<file path="src/rtl/alu_pkg.sv">
// alu_pkg: definitions shared by the ALU writeback stage and the ALU issue logic.
//   - opcode constants
//   - writeback FSM state encoding
//   - architectural flag bit indices and flag-update masks
//   - decoded-op record produced by alu_wb_decode
package alu_pkg;

  localparam int OP_BITS = 8;

  localparam logic [7:0] OP_NOP  = 8'h00;
  localparam logic [7:0] OP_ADD  = 8'h01;
  localparam logic [7:0] OP_ADC  = 8'h02;
  localparam logic [7:0] OP_SUB  = 8'h03;
  localparam logic [7:0] OP_SUC  = 8'h04;
  localparam logic [7:0] OP_MUL8 = 8'h05;
  localparam logic [7:0] OP_MUL6 = 8'h06;
  localparam logic [7:0] OP_DIV8 = 8'h07;
  localparam logic [7:0] OP_DIV6 = 8'h08;
  localparam logic [7:0] OP_CMP  = 8'h09;
  localparam logic [7:0] OP_AND  = 8'h0A;
  localparam logic [7:0] OP_NEG  = 8'h0B;
  localparam logic [7:0] OP_NOT  = 8'h0C;
  localparam logic [7:0] OP_OR   = 8'h0D;
  localparam logic [7:0] OP_SHL  = 8'h0E;
  localparam logic [7:0] OP_SHR  = 8'h0F;
  localparam logic [7:0] OP_XOR  = 8'h10;
  localparam logic [7:0] OP_TEST = 8'h11;

  // Flag register layout is {of, zf, cf}, matching flag_wdata.
  localparam int CF = 0;
  localparam int ZF = 1;
  localparam int OF = 2;

  localparam logic [2:0] MASK_NONE = 3'b000;
  localparam logic [2:0] MASK_Z    = 3'b010;
  localparam logic [2:0] MASK_CZ   = 3'b011;
  localparam logic [2:0] MASK_CZO  = 3'b111;

  typedef enum logic [1:0] {
    IDLE  = 2'd0,
    WR_LO = 2'd1,
    WR_HI = 2'd2
  } wb_state_t;

  typedef struct packed {
    logic       wr_lo;      // low word goes to the register file
    logic       wr_hi;      // 32-bit result: second write of the high word
    logic [2:0] flag_mask;  // flags taken from the ALU, {of, zf, cf}
    logic       known;      // opcode recognised (NOP included)
  } wb_dec_t;

endpackage

</file>
<file path="src/rtl/alu_wb_decode.sv">
// alu_wb_decode: combinational opcode classifier for the writeback stage.
// Ports:
//   op  in  opcode
//   dec out {wr_lo, wr_hi, flag_mask, known}
// Unknown opcodes decode to "no write, no flags, not known".
module alu_wb_decode
  import alu_pkg::*;
(
  input  logic [OP_BITS-1:0] op,
  output wb_dec_t            dec
);

  wb_dec_t dec_s;

  // Opcode -> write/flag behaviour table.
  always_comb begin
    dec_s = '{wr_lo: 1'b0, wr_hi: 1'b0, flag_mask: MASK_NONE, known: 1'b0};
    case (op)
      OP_NOP: begin
        dec_s.known = 1'b1;
      end
      OP_ADD, OP_ADC, OP_SUB, OP_SUC: begin
        dec_s.wr_lo     = 1'b1;
        dec_s.flag_mask = MASK_CZO;
        dec_s.known     = 1'b1;
      end
      OP_MUL6, OP_DIV6: begin
        dec_s.wr_lo     = 1'b1;
        dec_s.wr_hi     = 1'b1;
        dec_s.flag_mask = MASK_Z;
        dec_s.known     = 1'b1;
      end
      OP_MUL8, OP_DIV8, OP_AND, OP_NEG, OP_NOT,
      OP_OR, OP_SHL, OP_SHR, OP_XOR: begin
        dec_s.wr_lo     = 1'b1;
        dec_s.flag_mask = MASK_Z;
        dec_s.known     = 1'b1;
      end
      OP_TEST: begin
        dec_s.flag_mask = MASK_Z;
        dec_s.known     = 1'b1;
      end
      OP_CMP: begin
        dec_s.flag_mask = MASK_CZ;
        dec_s.known     = 1'b1;
      end
      default: begin
        dec_s = '{wr_lo: 1'b0, wr_hi: 1'b0, flag_mask: MASK_NONE, known: 1'b0};
      end
    endcase
  end

  assign dec = dec_s;

endmodule

</file>
<file path="src/rtl/alu_writeback.sv">
// alu_writeback: stage after the ALU. Captures a result one cycle after issue,
// writes it to the register file (two writes for 32-bit MUL6/DIV6 results)
// and maintains the architectural {of, zf, cf} flag register.
// Ports:
//   clk, rst                      clock, synchronous active-high reset
//   in_valid/in_ready             result handshake (ready only in IDLE)
//   in_op, in_dst, in_dst_hi      opcode and destination registers
//   acc, c, c_flag, z_flag, o_flag ALU result words and flags
//   flag_wr, flag_wdata           external flag load {of, zf, cf}
//   rf_we, rf_waddr, rf_wdata     register-file write port
//   cf_out, zf_out, of_out        architectural flags
//   done, bad_op                  end-of-op and unknown-opcode pulses
// All outputs except in_ready are registered; write-port values are computed
// on the edge that enters the state in which they are visible.
module alu_writeback
  import alu_pkg::*;
#(
  parameter int DATA_W = 16,
  parameter int REG_AW = 3,
  parameter int OP_W   = 8
) (
  input  logic              clk,
  input  logic              rst,
  input  logic              in_valid,
  output logic              in_ready,
  input  logic [OP_W-1:0]   in_op,
  input  logic [REG_AW-1:0] in_dst,
  input  logic [REG_AW-1:0] in_dst_hi,
  input  logic [DATA_W-1:0] acc,
  input  logic [DATA_W-1:0] c,
  input  logic              c_flag,
  input  logic              z_flag,
  input  logic              o_flag,
  input  logic              flag_wr,
  input  logic [2:0]        flag_wdata,
  output logic              rf_we,
  output logic [REG_AW-1:0] rf_waddr,
  output logic [DATA_W-1:0] rf_wdata,
  output logic              cf_out,
  output logic              zf_out,
  output logic              of_out,
  output logic              done,
  output logic              bad_op
);

  wb_state_t          state_r;
  wb_state_t          state_nxt_s;
  wb_dec_t            dec_s;
  logic [REG_AW-1:0]  dst_hi_r;
  logic [DATA_W-1:0]  c_r;
  logic [2:0]         cap_flags_r;
  logic [2:0]         mask_r;
  logic               hi_r;
  logic [2:0]         flags_r;
  logic [2:0]         flags_upd_s;
  logic               rf_we_r;
  logic [REG_AW-1:0]  rf_waddr_r;
  logic [DATA_W-1:0]  rf_wdata_r;
  logic               done_r;
  logic               bad_op_r;

  alu_wb_decode u_decode (
    .op  (in_op),
    .dec (dec_s)
  );

  // Next-state logic and merged flag value for the end of WR_LO.
  always_comb begin
    state_nxt_s = state_r;
    flags_upd_s = (mask_r & cap_flags_r) | (~mask_r & flags_r);
    case (state_r)
      IDLE: begin
        if (in_valid) begin
          state_nxt_s = WR_LO;
        end else begin
          state_nxt_s = IDLE;
        end
      end
      WR_LO: begin
        if (hi_r) begin
          state_nxt_s = WR_HI;
        end else begin
          state_nxt_s = IDLE;
        end
      end
      WR_HI: begin
        state_nxt_s = IDLE;
      end
      default: begin
        state_nxt_s = IDLE;
      end
    endcase
  end

  // State register, operand capture, write port, flags and pulses.
  always_ff @(posedge clk) begin
    if (rst) begin
      state_r     <= IDLE;
      dst_hi_r    <= '0;
      c_r         <= '0;
      cap_flags_r <= 3'b000;
      mask_r      <= 3'b000;
      hi_r        <= 1'b0;
      flags_r     <= 3'b000;
      rf_we_r     <= 1'b0;
      rf_waddr_r  <= '0;
      rf_wdata_r  <= '0;
      done_r      <= 1'b0;
      bad_op_r    <= 1'b0;
    end else begin
      state_r  <= state_nxt_s;
      rf_we_r  <= 1'b0;
      done_r   <= 1'b0;
      bad_op_r <= 1'b0;
      case (state_r)
        IDLE: begin
          if (in_valid) begin
            dst_hi_r    <= in_dst_hi;
            c_r         <= c;
            cap_flags_r <= {o_flag, z_flag, c_flag};
            mask_r      <= dec_s.flag_mask;
            hi_r        <= dec_s.wr_hi;
            // Address/data only move with a write so they hold otherwise.
            if (dec_s.wr_lo) begin
              rf_we_r    <= 1'b1;
              rf_waddr_r <= in_dst;
              rf_wdata_r <= acc;
            end
            done_r   <= ~dec_s.wr_hi;
            bad_op_r <= ~dec_s.known;
          end
        end
        WR_LO: begin
          flags_r <= flags_upd_s;
          if (hi_r) begin
            rf_we_r    <= 1'b1;
            rf_waddr_r <= dst_hi_r;
            rf_wdata_r <= c_r;
            done_r     <= 1'b1;
          end
        end
        WR_HI: begin
          hi_r <= 1'b0;
        end
        default: begin
          hi_r <= 1'b0;
        end
      endcase
      // An explicit flag load is later in program order than the op update.
      if (flag_wr) begin
        flags_r <= flag_wdata;
      end
    end
  end

  assign in_ready = (state_r == IDLE);
  assign rf_we    = rf_we_r;
  assign rf_waddr = rf_waddr_r;
  assign rf_wdata = rf_wdata_r;
  assign cf_out   = flags_r[CF];
  assign zf_out   = flags_r[ZF];
  assign of_out   = flags_r[OF];
  assign done     = done_r;
  assign bad_op   = bad_op_r;

endmodule

</file>
<file path="config.mk">
export PLATFORM = sky130hd
export DESIGN_NAME = alu_writeback
export DESIGN_NICKNAME = d
export VERILOG_FILES = /design/src/rtl/alu_pkg.sv /design/src/rtl/alu_wb_decode.sv /design/src/rtl/alu_writeback.sv
export SDC_FILE = /design/constraint.sdc
export NUM_CORES = 1
export LEC_CHECK = 0
export CAP_MARGIN = 30
export CORE_MARGIN = 3
export CORE_UTILIZATION = 41
export CTS_CLUSTER_SIZE = 24
export DETAILED_ROUTE_END_ITERATION = 6
export PLACE_DENSITY = 0.74
export SLEW_MARGIN = 15
export SYNTH_ARGS = -nofsm -noshare
export SYNTH_HDL_FRONTEND = slang
export SYNTH_HIERARCHICAL = 1
export SYNTH_SLANG_ARGS = --single-unit
</file>
<file path="constraint.sdc">
create_clock -name clk -period 2.1 [get_ports clk]
set_input_delay 0.525 -clock clk [delete_from_list [all_inputs] [get_ports clk]]
set_output_delay 0.525 -clock clk [all_outputs]
set_load 0.01 [all_outputs]
</file>
* Word level (Yosys, flattened, before mapping)
Index checks and enable logic that the tools add are counted.
W data, S select, Z words.
** Word-level totals
- Flip-flop bits (word level) :: 53
- Latch bits :: 0
- Bits in writable memories :: 0
- ROM bits :: 0
- Input bits :: 56
- Output and inout bits :: 26
- Memories kept :: 0
** Operators by class
- $add $sub $neg :: 0
- Multiply operators :: 0
- Div/mod/pow operators :: 0
- $lt $le $gt $ge :: 0
- Equal/unequal tests :: 21
- Shifts and indexed selects :: 0
- Multiplexer cells :: 25
- Bitwise operators :: 9
- Reduce and logical (&&, ||, !) cells :: 13
** Operators with widths (number)
- $eq A8 B4 Y1 const B :: 8
- $mux W16 :: 3
- $eq A8 B3 Y1 const B :: 4
- $pmux W16 S2 :: 1
- $reduce_or A18 Y1 :: 1
- $eq A8 B2 Y1 const B :: 2
- $eq A8 B5 Y1 const B :: 2
- $mux W3 :: 5
- $reduce_or A15 Y1 :: 1
- $reduce_or A12 Y1 :: 1
- $mux W1 :: 9
- $pmux W3 S3 :: 1
- $eq A8 B1 Y1 const B :: 1
- $logic_not A8 Y1 :: 1
- $and A3 B3 Y3 :: 2
- $pmux W1 S2 :: 3
- $pmux W3 S2 :: 1
- $not A1 Y1 :: 5
- $ne A2 B2 Y1 const B :: 2
- $pmux W2 S2 :: 1
- $reduce_and A2 Y1 :: 2
- $reduce_and A4 Y1 :: 1
- $reduce_bool A2 Y1 :: 2
- $reduce_or A4 Y1 :: 1
- 8 further kinds :: 8

* Depth between registers and ports, before layout
- Depth after elaboration :: 6
- Gate-level depth with buffers :: 9
- Mapped depth without buffers :: 6

* Modules after synthesis
The synthesis kept the hierarchy.
** Modules (own cells, without submodules)
- alu_writeback :: times used 1, cells each 229, area each 2296.0 um2
- alu_wb_decode :: times used 1, cells each 23, area each 163.9 um2

* Worst setup path before layout
OpenSTA, ideal clock, no wires.
- Kind :: input to register
- Start point :: input port in_op[5]
- End point :: register rf_waddr_r[2], in the netlist rf_waddr[2]
- Setup time :: 87 ps
- Arrival :: 1890 ps
- Required time :: 2013 ps
- Slack :: 124 ps
- Cell stages on the path :: 7
- Buffers on the path :: 1
- Cell sequence :: or3_4 a211o_1 o31ai_1 and3b_1 o21bai_1 buf_2 a221oi_2
** RTL lines
- start: declaration :: RTL line alu_writeback.sv:26 : input logic [OP_W-1:0] in_op,
- end signal: assignment :: RTL line alu_writeback.sv:126 : rf_waddr_r <= in_dst;
- end signal: assignment :: RTL line alu_writeback.sv:137 : rf_waddr_r <= dst_hi_r;
- end: declaration :: RTL line alu_writeback.sv:57 : logic [REG_AW-1:0] rf_waddr_r;

==> flow_summary.toml <==
[outcome]
status = "complete, no violations"

[timing]
period_share_pct = 96.4
finalHoldViolations = 0
period_needed_ps = 2020
slew_viol_final = 0
rsz0062_at_grt = "false"
worstMarginPinSlew_ps = 353
fin_ws_ps = 75.5
slew_headroom_pct = 76.3
final-setup-viol-count = 0
finClkSkew_ps = 5.11
max_freq_ghz = 0.494

[synthesis]
syn_inst = 252
synth_area_um2 = 2460
synth_edf_count = 0
synth_top_cell_area_share_pct = 43.1
yosysUniqueCellTypes = 34
ys_ff_latch = 53
syn_nets = 308
async_reset_ff_share_pct = 0
synth.avg_cell_area_um2 = 9.76
ys_seq_area_share_pct = 43.1
synth_flop_cell = "dfxtp_1"
yosys.area.top_type = "dfxtp_1"
ys_top_cells_by_area = "dfxtp_1, mux2i_1, a211oi_1"
yosys_warnings = 6

[floorplan]
row_count = 27
die_y_um = 83.5
coreArea_um2 = 5640
num_io_pins = 82
die_area_um2 = 6960
die_width_um = 83.5
start_util_pct = 43.6

[critical_path]
cp_cell_sequence = "dlygate4sd2_1 -> or3_4 -> a211o_1 -> o31ai_1 -> and3b_2 -> o21bai_4 -> buf_6 -> buf_12 -> a221oi_4"
critPathSlowestCell = "or3_4"
critPathKind = "input port to register"
start_kind = "input port"
critical-path-top-delay-family = "compound AO/OA/AOI/OAI gates"
crit_fanout = 5
slowest_delay_ps = 340
crit_buf_inv = 3
crit_required_ps = 2320
cp_data_arrival_time_ps = 2240
endpoint_kind = "register"

[grt]
grt_max_degree = 33
grt_usage_pct = 18.0
grt_overflow = 0
grt_pass1_wl_um = 10300
antenna_found_initial = 0
grt_pass1_vias = 2181

[routing]
wl_per_cell_um = 14.4
drt_iter0_drc = 96
wl_um = 5940
via_count = 2122
drc_errors = 0
ant_nets = 0
via_per_inst = 5.13
firstDrtPassIters = 4

[power]
max-vdd-ir-drop_v = 0.000373
finalPower_mw = 1.98
pwr_density_cell_nw_per_um2 = 538
cellLeakagePower_nw = 1.40

[min_path]
hold_path_class = "register to register"

[clock_tree]
clkTransAtPathRegs_ps = 80
root_buffer = "clkbuf_8"
insertion_delay_ps = 300
tritoncts = "done"
cts_buffers = 5
hold_buffers = 0
htreeDepth = 2
clock_path_buffers = 2
cts_sinks = 53

[cells_and_area]
final_cell_mix = "clkdlybuf4s50_1, dfxtp_1, nor2_1"
drive_above_1_share_pct = 17.8
diodes = 0
final_common_cell = "clkdlybuf4s50_1"
area_delta_synth_final_pct = 49.7
final_area_um2 = 3680
nets = 399

[place]
hpwl_um = 4090
port_buffers = 81
dpl_cell_area_um2 = 3410
place_congestion = 0.767
pre_cts_ws_ps = -385

[job]
cap_violations = 0
==> layer usage <==
| metal | up-vias | wire [um] | track usage (%) |
|---|---|---|---|
| li1 | 1069 | - | - |
| met1 | 977 | 2600 | 22.1 |
| met2 | 67 | 2920 | 30.5 |
| met3 | 9 | 352 | 4.64 |
| met4 | 0 | 74 | 6.14 |
| met5 | - | 0 | 0 |
==> per-stage QoR <==
| stage | TNS [ps] | hold WS [ps] | cells | util, % |
|---|---|---|---|---|
| 2_1_floorplan | 0 | 458 | 252 | - |
| 3_3_place_gp | -6280 | 447 | 403 | 60.4 |
| 3_5_place_dp | -7230 | 453 | 403 | 60.4 |
| 4_1_cts | 0 | 463 | 414 | 65.0 |
| 5_1_grt | 0 | 481 | 414 | 65.3 |
| 6_report | 0 | 464 | 414 | 65.3 |
==> registers in the layout, indices dropped and copies added (netlist names), named ones only <==
name,count
c_r,16
bad_op,1
rf_we,1
dst_hi_r,3
state_r,2
hi_r,1
cap_flags_r,3
rf_waddr,3
done,1
rf_wdata,16
mask_r,3
==> cell usage after synthesis (2+ instances only) <==
master	instances
nor2b_1	17
nand3b_1	3
a221oi_1	10
dfxtp_1	53
buf_4	3
a221oi_2	10
and2b_1	5
a21oi_1	3
clkbuf_1	10
nor2_1	33
nor3_1	5
mux2i_1	29
a211oi_1	22
buf_6	2
nor4b_1	2
buf_2	5
inv_1	22
or3_4	2
==> tightest hold or removal path: cells and delay by family (launching register included) <==
family / cells / cell delay (ps)
flops: 1 / 320
buf+inv: 1 / 60
compound gates: 1 / 50
==> where the power goes <==
group          total (mW)  switching, mW  internal, mW
sequential           1.07         0.0230          1.05
combinational       0.382          0.155         0.227
clock               0.526          0.306         0.220
==> path summary, 6_finish.rpt <==
check / cells after the start / slack (ps) / endpoint / startpoint
setup / recovery: 9 / 80 / rf_wdata[9] / in_op[5]
hold / removal: 2 / 460 / rf_wdata[12] / rf_wdata[12]
hold reg to reg: 2 / 460 / rf_wdata[12] / rf_wdata[12]
setup reg to reg: 5 / 360 / rf_wdata[14] / state_r[0]
==> final cells by class <==
class | instances | area, um^2
Fill cell | 492 | 1960
Inverter | 22 | 82.6
Tap cell | 72 | 90.1
Sequential cell | 53 | 1060
Clock inverter | 1 | 5.00
Multi-Input combinational cell | 155 | 1280
Clock buffer | 5 | 68.8
Timing Repair Buffer | 106 | 1100
==> repair_timing <==
action	4_1_cts	5_1_grt
gates cloned	3	0
gates resized for setup	25	3
setup endpoints to repair	19	19
buffers inserted	2	0
pin swaps	14	5
hold endpoints to repair	0	0
==> cell families (layout without fill, tap and decap cells) <==
kind of cell,Yosys count,in the layout,share of synthesized area (%)
AND/OR/NAND/NOR,75,75,17.3
XOR/XNOR,1,1,0.356
multiplexers,29,29,11.8
buffers and inverters,44,134,8.70
AO/OA/AOI/OAI,50,50,18.7
flip-flops,53,53,43.1
Power figures use the tool's default switching activity.
